### src/rtl/bist_sequencer.sv
// BIST run-control sequencer: seeds TPG/MISR, applies npat patterns,
// flushes the CUT pipeline and grades the MISR signature.
module bist_sequencer #(
  parameter int NPAT_W = 8,
  parameter int SIG_W  = 16,
  parameter int LAT    = 2
) (
  input  logic              clk,
  input  logic              reset,
  input  logic              start,
  input  logic              abort,
  input  logic [NPAT_W-1:0] npat,
  input  logic [SIG_W-1:0]  golden,
  input  logic [SIG_W-1:0]  signature,
  output logic              bist_mode,
  output logic              tpg_init,
  output logic              misr_init,
  output logic              tpg_en,
  output logic              misr_en,
  output logic              busy,
  output logic              done,
  output logic              pass,
  output logic              fail,
  output logic              bist_end
);

  localparam int DW = (LAT > 0) ? LAT : 1;
  localparam logic [2:0] FL_LAST =
    (LAT > 0) ? 3'(LAT - 1) : 3'd0;
  localparam logic [NPAT_W-1:0] ONE = 1;

  typedef enum logic [2:0] {
    S_IDLE,
    S_INIT,
    S_RUN,
    S_FLUSH,
    S_CMP,
    S_DONE
  } state_t;

  state_t state_q, state_d;

  logic [NPAT_W-1:0] cnt_q, cnt_d;
  logic [NPAT_W-1:0] npat_q, npat_d;
  logic [SIG_W-1:0]  gold_q, gold_d;
  logic [2:0]        fl_q, fl_d;
  logic [DW-1:0]     dl_q, dl_d;

  logic mode_q, mode_d;
  logic init_q, init_d;
  logic ten_q, ten_d;
  logic busy_q, busy_d;
  logic done_q, done_d;
  logic pass_q, pass_d;
  logic fail_q, fail_d;
  logic end_q, end_d;

  always_comb begin
    state_d = state_q;
    cnt_d   = cnt_q;
    npat_d  = npat_q;
    gold_d  = gold_q;
    fl_d    = fl_q;
    pass_d  = pass_q;
    fail_d  = fail_q;
    end_d   = end_q;

    unique case (state_q)
      S_IDLE: begin
        if (start && !abort) begin
          state_d = S_INIT;
          npat_d  = npat;
          gold_d  = golden;
          pass_d  = 1'b0;
          fail_d  = 1'b0;
          end_d   = 1'b0;
        end
      end
      S_INIT: begin
        cnt_d = '0;
        fl_d  = '0;
        if (npat_q != '0) begin
          state_d = S_RUN;
        end else if (LAT > 0) begin
          state_d = S_FLUSH;
        end else begin
          state_d = S_CMP;
        end
      end
      S_RUN: begin
        cnt_d = cnt_q + ONE;
        if (cnt_q == npat_q - ONE) begin
          state_d = (LAT > 0) ? S_FLUSH : S_CMP;
        end
      end
      S_FLUSH: begin
        fl_d = fl_q + 3'd1;
        if (fl_q == FL_LAST) begin
          state_d = S_CMP;
        end
      end
      S_CMP: begin
        pass_d  = (signature == gold_q);
        fail_d  = (signature != gold_q);
        state_d = S_DONE;
      end
      S_DONE: begin
        state_d = S_IDLE;
      end
      default: begin
        state_d = S_IDLE;
      end
    endcase

    // abort wins over every in-flight transition, including the grade
    if (abort && state_q != S_IDLE) begin
      state_d = S_IDLE;
      pass_d  = pass_q;
      fail_d  = fail_q;
    end

    mode_d = state_d inside {S_INIT, S_RUN, S_FLUSH, S_CMP};
    init_d = (state_d == S_INIT);
    ten_d  = (state_d == S_RUN);
    busy_d = (state_d != S_IDLE);
    done_d = (state_d == S_DONE);
    if (state_d == S_DONE) begin
      end_d = 1'b1;
    end

    dl_d[0] = ten_q;
    for (int k = 1; k < DW; k++) begin
      dl_d[k] = dl_q[k-1];
    end
    if (state_d inside {S_IDLE, S_INIT}) begin
      dl_d = '0;
    end
  end

  always_ff @(posedge clk or negedge reset) begin
    if (!reset) begin
      state_q <= S_IDLE;
      cnt_q   <= '0;
      npat_q  <= '0;
      gold_q  <= '0;
      fl_q    <= '0;
      dl_q    <= '0;
      mode_q  <= 1'b0;
      init_q  <= 1'b0;
      ten_q   <= 1'b0;
      busy_q  <= 1'b0;
      done_q  <= 1'b0;
      pass_q  <= 1'b0;
      fail_q  <= 1'b0;
      end_q   <= 1'b0;
    end else begin
      state_q <= state_d;
      cnt_q   <= cnt_d;
      npat_q  <= npat_d;
      gold_q  <= gold_d;
      fl_q    <= fl_d;
      dl_q    <= dl_d;
      mode_q  <= mode_d;
      init_q  <= init_d;
      ten_q   <= ten_d;
      busy_q  <= busy_d;
      done_q  <= done_d;
      pass_q  <= pass_d;
      fail_q  <= fail_d;
      end_q   <= end_d;
    end
  end

  assign bist_mode = mode_q;
  assign tpg_init  = init_q;
  assign misr_init = init_q;
  assign tpg_en    = ten_q;
  assign misr_en   = (LAT == 0) ? ten_q : dl_q[DW-1];
  assign busy      = busy_q;
  assign done      = done_q;
  assign pass      = pass_q;
  assign fail      = fail_q;
  assign bist_end  = end_q;

endmodule

### config.mk
export PLATFORM = sky130hd
export DESIGN_NAME = bist_sequencer
export DESIGN_NICKNAME = d
export VERILOG_FILES = /design/src/rtl/bist_sequencer.sv
export SDC_FILE = /design/constraint.sdc
export NUM_CORES = 1
export LEC_CHECK = 0
export BUFFER_PORTS_ARGS = -buffer_cell sky130_fd_sc_hd__buf_2
export CAP_MARGIN = 15
export CORE_UTILIZATION = 30
export CTS_BUF_LIST = sky130_fd_sc_hd__clkbuf_4 sky130_fd_sc_hd__clkbuf_8
export DETAILED_ROUTE_END_ITERATION = 8
export SYNTH_ARGS = -nofsm -noshare
export SYNTH_HDL_FRONTEND = slang
export SYNTH_SLANG_ARGS = --single-unit
### constraint.sdc
create_clock -name clk -period 4.6 [get_ports clk]
set_input_delay 0.46 -clock clk [delete_from_list [all_inputs] [get_ports clk]]
set_output_delay 0.46 -clock clk [all_outputs]
set_load 0.01 [all_outputs]
Word-level counts from Yosys, hierarchy flattened
Index checks and enable logic that the tools add are counted.
{"block": "word_totals", "regBits": 48, "latch_bits": 0, "ramBits": 0, "rom_bits": 0, "input_bits": 44, "out_inout_bits": 10, "word_cells": 64, "mem_count": 0}
{"block": "classes", "n_addsub": 3, "n_mul": 0, "div_mod_pow": 0, "order_cmp": 0, "eq_ne": 14, "shift": 0, "muxes": 14, "bitwise_logic": 1, "n_reduce_logical": 18}
{"cell": "16-bit == test", "count": 1}
{"cell": "16-bit inequality test", "count": 1}
{"cell": "8-bit case mux with 2 select lines", "count": 1}
{"cell": "3-bit case mux with 5 select lines", "count": 1}
{"cell": "3-bit by 2-bit == test with 1-bit output, second input constant", "count": 4}
{"cell": "3-bit 2-to-1 mux", "count": 4}
{"cell": "2-bit nonzero test", "count": 6}
{"cell": "3-bit by 1-bit == test with 1-bit output, second input constant", "count": 3}
{"cell": "3-bit == test, second input constant", "count": 3}
{"cell": "8-bit by 1-bit adder with 8-bit output, second input constant", "count": 1}
{"cell": "8-bit == test", "count": 1}
{"cell": "8-bit nonzero test", "count": 1}
{"cell": "8-bit by 1-bit subtractor with 8-bit output, second input constant", "count": 1}
{"cell": "3-bit zero test", "count": 2}
{"cell": "3-bit case mux with 2 select lines", "count": 1}
{"cell": "3-bit nonzero test", "count": 2}
{"cell": "1-bit 2-to-1 mux", "count": 4}
{"cell": "1-bit case mux with 2 select lines", "count": 2}
{"cell": "2-bit AND reduction", "count": 2}
{"cell": "4-bit nonzero test", "count": 1}
{"cell": "3-bit by 1-bit adder with 3-bit output, second input constant", "count": 1}
{"cell": "3-bit AND reduction", "count": 1}
{"cell": "1-bit logical AND", "count": 2}
{"cell": "2-bit 2-to-1 mux", "count": 1}
{"cell": "other kinds (3)", "count": 3}

Depth between registers and ports, before layout
Gate-level depths: netlist of run 1.
{"block": "logic_depth", "word_depth": 8, "mapped_depth": 8, "mapped_depth_nobuf": 7}

Worst setup path after synthesis of run 1
OpenSTA, ideal clock, no wires.
{"block": "synth_path", "path_type": "register -> register", "start": "reg npat_q[0]", "end": "reg ten_q, in the netlist tpg_en", "setup_time_ns": 0.120, "arrival_ns": 1.789, "required_time_ns": 4.480, "slack_ns": 2.692, "stages_incl_launch_ff": 9, "n_path_buf": 1, "synth_period_minus_slack_ns": 1.908, "path_cell_list": "dfrtp_1 > inv_1 > ha_1 > buf_6 > o21bai_1 > a2111oi_0 > a311o_1 > o2111ai_2 > and3_1"}
{"block": "synth_between", "elab_chain_len": 6, "word_cells_on_any_way": 8, "cone_classes": "1 x add/sub; 2 x eq/ne; 4 x mux; 1 x reduce/logical"}
{"item": "from (decl)", "line": "44", "rtl": "logic [NPAT_W-1:0] npat_q, npat_d;"}
{"item": "from (signal assigned)", "line": "159", "rtl": "npat_q <= npat_d;"}
{"item": "8-bit by 1-bit subtractor with 8-bit output", "line": "92", "rtl": "if (cnt_q == npat_q - ONE) begin"}
{"item": "8-bit == test", "line": "92"}
{"item": "3-bit 2-to-1 mux", "line": "92"}
{"item": "3-bit case mux with 5 select lines (*)", "line": "68", "rtl": "unique case (state_q)"}
{"item": "3-bit 2-to-1 mux (*)", "line": "116", "rtl": "if (abort && state_q != S_IDLE) begin"}
{"item": "3-bit by 2-bit == test with 1-bit output (*)", "line": "124", "rtl": "ten_d = (state_d == S_RUN);"}
{"item": "via ten_d", "line": "51", "rtl": "logic ten_q, ten_d;"}
{"item": "to (signal assigned)", "line": "165", "rtl": "ten_q <= ten_d;"}
{"item": "to (decl)", "line": "51"}
The timed path passes the listed nets; every way through them passes the cells marked *.
A chain may end at the register's enable or synchronous reset.

Final worst setup path of run 1
{"block": "layout_path", "start": "reg state_q[2]", "end": "reg pass_q, in the netlist pass"}
{"block": "layout_between", "elab_chain_len": 4, "word_cells_on_any_way": 9, "cone_classes": "2 x eq/ne; 1 x mux; 1 x bitwise; 5 x reduce/logical"}
{"item": "from (decl)", "line": "41", "rtl": "state_t state_q, state_d;"}
{"item": "from (signal assigned)", "line": "157", "rtl": "state_q <= state_d;"}
{"item": "parallel branches: the longest is 4 deep, another holds 3-bit == test"}
{"item": "to (signal assigned)", "line": "168", "rtl": "pass_q <= pass_d;"}
{"item": "to (decl)", "line": "54", "rtl": "logic pass_q, pass_d;"}
Several ways; the timed one is not identified.

==> flow_summary.json, run 1 <==
{
  "outcome": "finished, final reports clean",
  "detailed_place_hpwl_um": 3660,
  "vdd_drop_max_mv": 0.182,
  "yosysWarnings": 0,
  "avgRoutedWirePerCell_um": 12.0,
  "p_leak_nw": 1.44,
  "yosysTopAreaCell": "dfrtp_1",
  "synth_top_area_share_pct": 48.9,
  "grt_pass1_vias": 1899,
  "criticalPathCategory": "register to register",
  "antenna_found_initial": 0,
  "drtIter0Drc": 55,
  "place.gp.congestion": 0.855,
  "hold_buffers": 0,
  "yosysMostFrequentCell": "nand2_1",
  "drc": 0,
  "finalWirelength_um": 5030,
  "synthFlopType": "dfrtp_1",
  "placed_area_mm2": 0.00278,
  "fin_area_mm2": 0.00290,
  "tritoncts": "built",
  "synthCells": 268,
  "htreeDepth": 2,
  "tns_ns": 0,
  "cts_resized": 0,
  "grt-ovfl-total": 0,
  "fillerInstances": 822,
  "pin_count": 54,
  "hold_path.class": "input port to asynchronous set/reset pin",
  "seq_area_frac_synth_pct": 48.9,
  "numClockSinks": 48,
  "r2r_slack_ns": 2.13,
  "cts_buffers": 5,
  "hold_violations": 0,
  "vias_per_cell": 4.60,
  "avgSynthCellArea_um2": 9.16,
  "ys_top_cells_by_count": "nand2_1, dfrtp_1, xnor2_1, nor2_1, o21ai_1",
  "start_util_pct": 31.4,
  "cts-root-buf": "clkbuf_8",
  "power_density_mw_per_mm2": 444,
  "drv_cap": 0,
  "drv_slew": 0,
  "diodes": 0,
  "critPathRequiredTime_ns": 4.80,
  "path_max_fanout": 28,
  "yosys_register_bits": 48,
  "num-nets-final": 365,
  "die_w_um": 92.5,
  "syn_area_mm2": 0.00245,
  "rsz0062_at_grt": "false",
  "drive_gt1_share_pct": 21.7,
  "area_growth_pct": 18.0,
  "yosys-top-cells-area": "dfrtp_1, nand2_1, xnor2_1",
  "clk_latency_ns": 0.30,
  "grt_usage_pct": 12.7,
  "setup_violations": 0,
  "post-route-period-util_pct": 53.6,
  "first_pass_iters": 4,
  "cp-end-kind": "register",
  "io_buffers": 53,
  "num_rows": 32,
  "synth_edf_count": 0,
  "tightest_slew_ns": 0.896,
  "grt_pass1_wl_um": 8580,
  "syn_nets": 316,
  "fmax_ghz": 0.405,
  "cts_setup_buffers": 0,
  "core_region_area_mm2": 0.00781,
  "clk_pin_slew_ns": 0.09,
  "finalClockSkew_ns": 0.00578,
  "start_kind": "register",
  "grt_max_degree": 49,
  "die_h_um": 92.5,
  "synthArstFlopShare_pct": 100,
  "maxSlewHeadroom_pct": 40.1,
  "dieArea_mm2": 0.00855,
  "fin_crit_ns": 2.47,
  "vias": 1934,
  "final_antenna_net_count": 0,
  "critPathArrivalTime_ns": 2.67,
  "cts_max_path_buffers": 2,
  "synth_cell_types": 47
}
## final cells by class
cell class                 instances  area, um^2  area share (%)
timing repair buffer              54         285            9.84
tap                              102         128            4.40
sequential                        48        1200            41.5
multi-input combinational        201        1160            40.0
clock inverter                     1        7.51           0.259
clock buffer                       7        90.1            3.11
inverter                           7        26.3           0.907
## sequential cells by signal, summed over array words and instances, names as in the netlist
signal     flops
pass           1
fl_q           3
gold_q        16
cnt_q          8
state_q        3
npat_q         8
fail           1
bist_end       1
done           1
bist_mode      1
tpg_en         1
busy           1
misr_init      1
dl_q           2
## cells by family after synthesis
logic type / Yosys count / synth area share [%]
and+or+nand+nor: 133 / 25.1
xor gates and xnor gates: 26 / 9.28
DFF: 48 / 48.9
AOI/OAI and AO/OA: 35 / 9.58
muxes: 3 / 1.22
adders and majority gates: 4 / 2.04
buffers and inverters: 19 / 3.82
## worst paths after layout
| path | startpoint | end | cells after the start |
|---|---|---|---|
| max in group asynchronous | reset | fl_q[0] | 2 |
| worst max-delay path | state_q[2] | pass | 5 |
| worst min register to register | dl_q[0] | dl_q[1] | 1 |
| worst max register to register | state_q[2] | pass | 5 |
| worst min-delay path | reset | gold_q[7] | 1 |
| min in group clk | golden[5] | gold_q[5] | 3 |
## per-stage QoR
step	hold WS (ns)	utilization, %	cells	worst slack, ns	power (mW)
final	0.0540	37.1	420	2.13	1.29
after global routing	0.0564	37.1	420	1.80	1.39
after CTS	0.333	36.9	419	2.05	1.30
after detailed placement	0.454	35.6	411	1.99	1.03
after global placement	0.438	35.6	411	2.05	1.01
after floorplan	0.164	-	268	2.69	0.928
## routing by layer
layer | GRT usage (%) | up-vias | part of all wire, %
met5 | 0 | - | 0
met4 | 4.17 | 0 | 0.99
met3 | 4.19 | 5 | 5.9
met2 | 20.9 | 48 | 46
met1 | 15.6 | 896 | 48
li1 | - | 985 | -
## cells in the final DEF, fill, tap and decap left out, types with 5 or more instances in the layout
cell	instances
inv_1	5
nand2_1	84
nand4_1	8
xnor2_1	23
buf_2	53
nor2_1	11
o21ai_1	10
clkbuf_8	6
dfrtp_1	48
nand2b_1	5
## power breakdown
group | switching [mW] | internal, mW
Sequential | 0.106 | 0.519
Clock | 0.142 | 0.128
Combinational | 0.200 | 0.191
## worst max-delay path, stage by stage, from the launching register on
cell and delay, ns:
dfrtp_1 0.49, nor2_1 0.22, nand3_1 0.66, inv_2 0.67, nor2_1 0.13, a22o_1 0.20
Power figures use the tool's default switching activity.
==> run 2, diff against run 1 <==
--- a/config.mk
+++ b/config.mk
@@ -5,6 +5,7 @@
 export SDC_FILE = /design/constraint.sdc
 export NUM_CORES = 1
 export LEC_CHECK = 0
+export ABC_AREA = 1
 export BUFFER_PORTS_ARGS = -buffer_cell sky130_fd_sc_hd__buf_2
 export CAP_MARGIN = 15
 export CORE_UTILIZATION = 30
==> constraint.sdc (replaced) <==
create_clock -name clk -period 2.4 [get_ports clk]
set_input_delay 0.24 -clock clk [delete_from_list [all_inputs] [get_ports clk]]
set_output_delay 0.24 -clock clk [all_outputs]
set_load 0.01 [all_outputs]
==> flow_summary.json, run 2 <==
{
  "area_growth_pct": 21.2,
  "path_max_fanout": 6,
  "numClockSinks": 48,
  "worst_slack_ns": 0.720,
  "clk_pin_slew_ns": 0.10,
  "synth_cell_types": 27,
  "cts_resized": 0,
  "num-nets-final": 415,
  "grt_pass1_vias": 2011,
  "largestRegisters": "gold_q: 16 flops, cnt_q: 8 flops, npat_q: 8 flops",
  "finalClockSkew_ns": 0.0103,
  "tightest_slew_ns": 0.308,
  "cts_max_path_buffers": 2,
  "synthCells": 309,
  "clk_latency_ns": 0.30,
  "hp-start": "golden[7]",
  "tritoncts": "built",
  "fin_area_mm2": 0.00298,
  "layout_commonest_cell": "nand2_1",
  "yosys_register_bits": 48,
  "outcome": "finished, final reports clean",
  "top_register": "gold_q",
  "die_h_um": 92.5,
  "detailed_place_hpwl_um": 3850,
  "grt-ovfl-total": 0,
  "yosysWarnings": 0,
  "pre_cts_slack_ns": 0.729,
  "die_w_um": 92.5,
  "synth_top_area_share_pct": 48.9,
  "dieArea_mm2": 0.00856,
  "vdd_drop_max_mv": 0.350,
  "synth_edf_count": 0,
  "start_util_pct": 31.5,
  "fmax_ghz": 0.595,
  "cp-end-kind": "register",
  "syn_area_mm2": 0.00246,
  "hold_path.class": "input port to register",
  "io_buffers": 53,
  "antenna_found_initial": 0,
  "yosysMostFrequentCell": "nand2_1",
  "rsz0062_at_grt": "false",
  "placed_area_mm2": 0.00285,
  "vias_per_cell": 4.35,
  "start_kind": "register",
  "power.total_mw": 3.23,
  "yosysTopAreaCell": "dfrtp_1",
  "largest_reg_flops": 16,
  "p_leak_nw": 1.55,
  "grt_pass1_wl_um": 8920,
  "critPathRequiredTime_ns": 2.64,
  "mostFrequentLayoutCells": "nand2_1, buf_2, dfrtp_1",
  "syn_nets": 357,
  "htreeDepth": 2,
  "drive_gt1_share_pct": 20.9,
  "place.gp.congestion": 0.815,
  "vias": 2045,
  "core_region_area_mm2": 0.00781,
  "pin_count": 54,
  "cts-root-buf": "clkbuf_8",
  "power_density_mw_per_mm2": 1080,
  "grt_usage_pct": 13.1,
  "setup_violations": 0,
  "synthFlopType": "dfrtp_1",
  "worstSetupStartpoint": "npat_q[0]",
  "cts_buffers": 5,
  "grt_max_degree": 43,
  "hold_violations": 0,
  "drc": 0,
  "drv_slew": 0,
  "ys_top_cells_by_count": "nand2_1, dfrtp_1, inv_1, nor2_1, xnor2_1",
  "tns_ns": 0,
  "finalWirelength_um": 5100,
  "avgRoutedWirePerCell_um": 10.9,
  "post-route-period-util_pct": 70.0,
  "cts_setup_buffers": 0,
  "first_pass_iters": 5,
  "r2r_start": "npat_q[0]",
  "maxSlewHeadroom_pct": 79.4,
  "drv_cap": 0,
  "yosys-top-cells-area": "dfrtp_1, nand2_1, xnor2_1",
  "avgSynthCellArea_um2": 7.95,
  "fin_crit_ns": 1.68,
  "synthArstFlopShare_pct": 100,
  "fillerInstances": 815,
  "criticalPathCategory": "register to register",
  "diodes": 0,
  "drtIter0Drc": 97,
  "seq_area_frac_synth_pct": 48.9,
  "num_rows": 32,
  "final_antenna_net_count": 0,
  "critPathArrivalTime_ns": 1.92,
  "hold_buffers": 1
}
## run 2: changes by cell type in the layout (fill, tap and decap cells not counted), sizes merged, moves of 4 or more
cell,change
inv,+33
xnor2,-4
nand3,+13
and2,-4
nand2b,-5
nor2,+17
nand4,-5
nand2,+30
## run 2: cell type report
type | count | area [um^2] | area share, %
Inverter | 39 | 146 | 4.92
Timing Repair Buffer | 57 | 310 | 10.4
Clock inverter | 3 | 46.3 | 1.55
Multi-Input combinational cell | 216 | 1080 | 36.2
Clock buffer | 5 | 68.8 | 2.31
Tap cell | 102 | 128 | 4.29
Sequential cell | 48 | 1200 | 40.3
## run 2: worst max-delay path, stage by stage, from the launching register on
cell,delay [ns]
dfrtp_1,0.38
inv_1,0.14
ha_1,0.23
nand2_1,0.09
nor2_2,0.12
nand2_1,0.09
nand2_1,0.07
nand3_1,0.07
nor2_1,0.10
nand2_1,0.08
nand2_1,0.07
nand2_2,0.07
a21oi_2,0.10
## run 2: through the flow
| step | hold WS [ns] | utilization, % | instances |
|---|---|---|---|
| finish | 0.125 | 38.1 | 470 |
| global route | 0.121 | 38.1 | 470 |
| CTS | 0.114 | 38.1 | 470 |
| detailed placement | 0.0868 | 36.5 | 461 |
| global placement | 0.0861 | 36.5 | 461 |
| floorplan | -0.0556 | - | 309 |
## run 2: metal layers
metal	track usage (%)	share of wire (%)	routed length, um
met1	17.4	48	2440
met2	21.2	46	2370
met3	3.20	4.5	232
met4	3.52	1.1	57
met5	0	0	0
## run 2: final timing paths
check,endpoint,slack [ns],cells past startpoint
max,bist_mode,0.72,12
min,gold_q[7],0.13,3
max reg2reg,bist_mode,0.72,12
min reg2reg,dl_q[1],0.48,2
max in group asynchronous,npat_q[3],1.65,3
min in group asynchronous,gold_q[5],0.29,2
## run 2: report_power, final
group / total, mW / internal, mW / leakage (nW) / switching [mW]
registers: 1.35 / 1.11 / 0.620 / 0.239
logic: 1.27 / 0.527 / 0.873 / 0.746
clock network: 0.599 / 0.314 / 0.0548 / 0.285
## run 2: cells by family (layout without fill, tap and decap cells)
group           count (synthesis)  in the layout  synth area share (%)
flops                          48             48                  48.9
xor+xnor                       20             20                  7.13
simple gates                  164            164                  28.0
fa+ha+maj                       4              4                  2.04
buf+inv                        45            104                  7.28
compound gates                 28             28                  6.72
==> run 3, diff against run 2 <==
--- a/config.mk
+++ b/config.mk
@@ -5,7 +5,7 @@
 export SDC_FILE = /design/constraint.sdc
 export NUM_CORES = 1
 export LEC_CHECK = 0
-export ABC_AREA = 1
+export ABC_AREA = 0
 export BUFFER_PORTS_ARGS = -buffer_cell sky130_fd_sc_hd__buf_2
 export CAP_MARGIN = 15
 export CORE_UTILIZATION = 30
==> constraint.sdc (replaced) <==
create_clock -name clk -period 1.35 [get_ports clk]
set_input_delay 0.135 -clock clk [delete_from_list [all_inputs] [get_ports clk]]
set_output_delay 0.135 -clock clk [all_outputs]
set_load 0.01 [all_outputs]
==> flow_summary.json, run 3 (synthesis results as in run 1) <==
{
  "tns_ns": -2.18,
  "area_growth_pct": 37.0,
  "htreeDepth": 2,
  "critPathArrivalTime_ns": 1.91,
  "vias": 2107,
  "p_seq_share_pct": 40.1,
  "criticalPathCategory": "register to register",
  "drtIter0Drc": 87,
  "drv_cap": 0,
  "diodes": 0,
  "grt_pass1_vias": 2191,
  "critPathRequiredTime_ns": 1.55,
  "fin_crit_ns": 1.72,
  "place.gp.congestion": 0.840,
  "dieArea_mm2": 0.00855,
  "cp-end-kind": "register",
  "fillerInstances": 769,
  "hold_violations": 0,
  "clk_latency_ns": 0.30,
  "grt_max_degree": 49,
  "mostFrequentLayoutCells": "nand2_1, buf_2, dfrtp_1",
  "grt_pass1_wl_um": 9650,
  "cts_max_path_buffers": 2,
  "vdd_drop_max_mv": 0.662,
  "largestRegisters": "gold_q: 16 flops, cnt_q: 8 flops, npat_q: 8 flops",
  "core_region_area_mm2": 0.00781,
  "pin_count": 54,
  "cts-root-buf": "clkbuf_8",
  "power_density_mw_per_mm2": 1530,
  "setup_violations": 34,
  "drv_slew": 0,
  "violations": "setup timing",
  "antenna_found_initial": 0,
  "crit_family": "compound AO/OA/AOI/OAI gates",
  "finalWirelength_um": 5620,
  "die_h_um": 92.5,
  "p_leak_nw": 1.68,
  "grt_usage_pct": 14.1,
  "p_clk_share_pct": 18.4,
  "holdWs_ns": 0.0143,
  "hp-start": "golden[6]",
  "outcome": "complete, but fails checks",
  "start_kind": "register",
  "final_util_pct": 43.1,
  "drive_gt1_share_pct": 37.1,
  "cts_buffers": 5,
  "layout_commonest_cell": "nand2_1",
  "tritoncts": "built",
  "r2r_start": "npat_q[1]",
  "p_int_mw": 3.37,
  "num-nets-final": 411,
  "io_buffers": 53,
  "combPwrFrac_pct": 41.6,
  "vias_per_cell": 4.52,
  "rsz0062_at_grt": "true",
  "fmax_ghz": 0.582,
  "avgRoutedWirePerCell_um": 12.0,
  "critPathSlowestCell": "dfrtp_1",
  "drc": 0,
  "grt-ovfl-total": 0,
  "cp_slowest_stage_delay_ns": 0.38,
  "first_pass_iters": 4,
  "clk_pin_slew_ns": 0.09,
  "post-route-period-util_pct": 127,
  "finalClockSkew_ns": 0.00549,
  "worst_slack_ns": -0.368,
  "die_w_um": 92.5,
  "start_util_pct": 31.4,
  "hold_path.class": "input port to register",
  "final_antenna_net_count": 0,
  "crit_chain": "inv_2 > ha_4 > o21bai_4 > a2111oi_2 > a311o_1 > o2111ai_2 > and3_1",
  "p_sw_share_pct": 34.5,
  "maxSlewHeadroom_pct": 77.7,
  "top_register": "gold_q",
  "largest_reg_flops": 16,
  "worstSetupStartpoint": "npat_q[1]",
  "tightest_slew_ns": 0.334,
  "num_rows": 32,
  "numClockSinks": 48,
  "path_max_fanout": 5,
  "critPathBufInv": 1,
  "detailed_place_hpwl_um": 4070,
  "p_sw_mw": 1.77
}
run 3: cell types whose count changed in the layout (fill, tap and decap cells not counted), moves of 3 or more:
cell	delta
buf_4	+41
inv_1	-34
nand2_1	-28
nor2_1	-19
o21ai_0	-14
nand3_1	-13
o21ai_1	+11
nand2b_1	+5
nand4_1	+5
xnor2_1	+4
mux2i_1	+3
o22ai_1	-3
run 3: path summary, 6_finish.rpt:
| path | slack, ns | end | cells past startpoint |
|---|---|---|---|
| worst max-delay path | -0.37 | tpg_en | 7 |
| worst min-delay path | 0.01 | gold_q[6] | 3 |
| worst max register to register | -0.37 | tpg_en | 7 |
| worst min register to register | 0.47 | dl_q[1] | 1 |
| max in group asynchronous | 0.76 | state_q[1] | 3 |
| min in group asynchronous | 0.35 | gold_q[10] | 3 |
run 3: per-stage QoR:
stage / cells / total power, mW / setup slack [ns] / cell area (um^2)
final: 466 / 5.14 / -0.368 / 3360
after global routing: 466 / 5.50 / -0.452 / 3360
after CTS: 465 / 5.13 / -0.371 / 3350
after detailed placement: 454 / 4.01 / -0.421 / 3160
after global placement: 454 / 3.95 / -0.351 / 3160
after floorplan: 268 / 3.21 / -0.463 / 2500
run 3: final cells by class:
| type | instances | area, um^2 | area share (%) |
|---|---|---|---|
| Clock buffer | 7 | 90.1 | 2.68 |
| Clock inverter | 1 | 7.51 | 0.223 |
| Inverter | 7 | 26.3 | 0.781 |
| Multi-Input combinational cell | 201 | 1260 | 37.5 |
| Sequential cell | 48 | 1200 | 35.8 |
| Tap cell | 102 | 128 | 3.79 |
| Timing Repair Buffer | 100 | 649 | 19.3 |
run 3: per-layer routing:
layer	routed length [um]	GRT usage, %	part of all wire (%)	vias up
met5	0	0	0	-
met4	67	4.56	1.2	0
met3	291	3.94	5.2	7
met2	2700	24.3	48	54
met1	2550	16.8	45	963
li1	-	-	-	1083
run 3: timing repair:
item | in CTS | in global routing
hold endpoints to repair | 48 | 0
buffers inserted | 2 | 1
setup endpoints to repair | 32 | 42
hold buffers | 1 | 0
pin swaps | 9 | 2
gates resized for setup | 17 | 2
run 3: power groups by stage:
stage               clock network, mW  logic, mW  registers (mW)
floorplan                           0       1.13            2.08
global placement                    0       1.89            2.06
detailed placement                  0       1.93            2.07
CTS                             0.972       2.10            2.06
global route                     1.02       2.37            2.10
finish                          0.944       2.14            2.06
run 3: worst reg2reg max path: stages (launching register included):
cell and delay (ns):
dfrtp_1 0.38, inv_2 0.06, ha_4 0.17, o21bai_4 0.17
a2111oi_2 0.35, a311o_1 0.17, o2111ai_2 0.14, and3_1 0.18
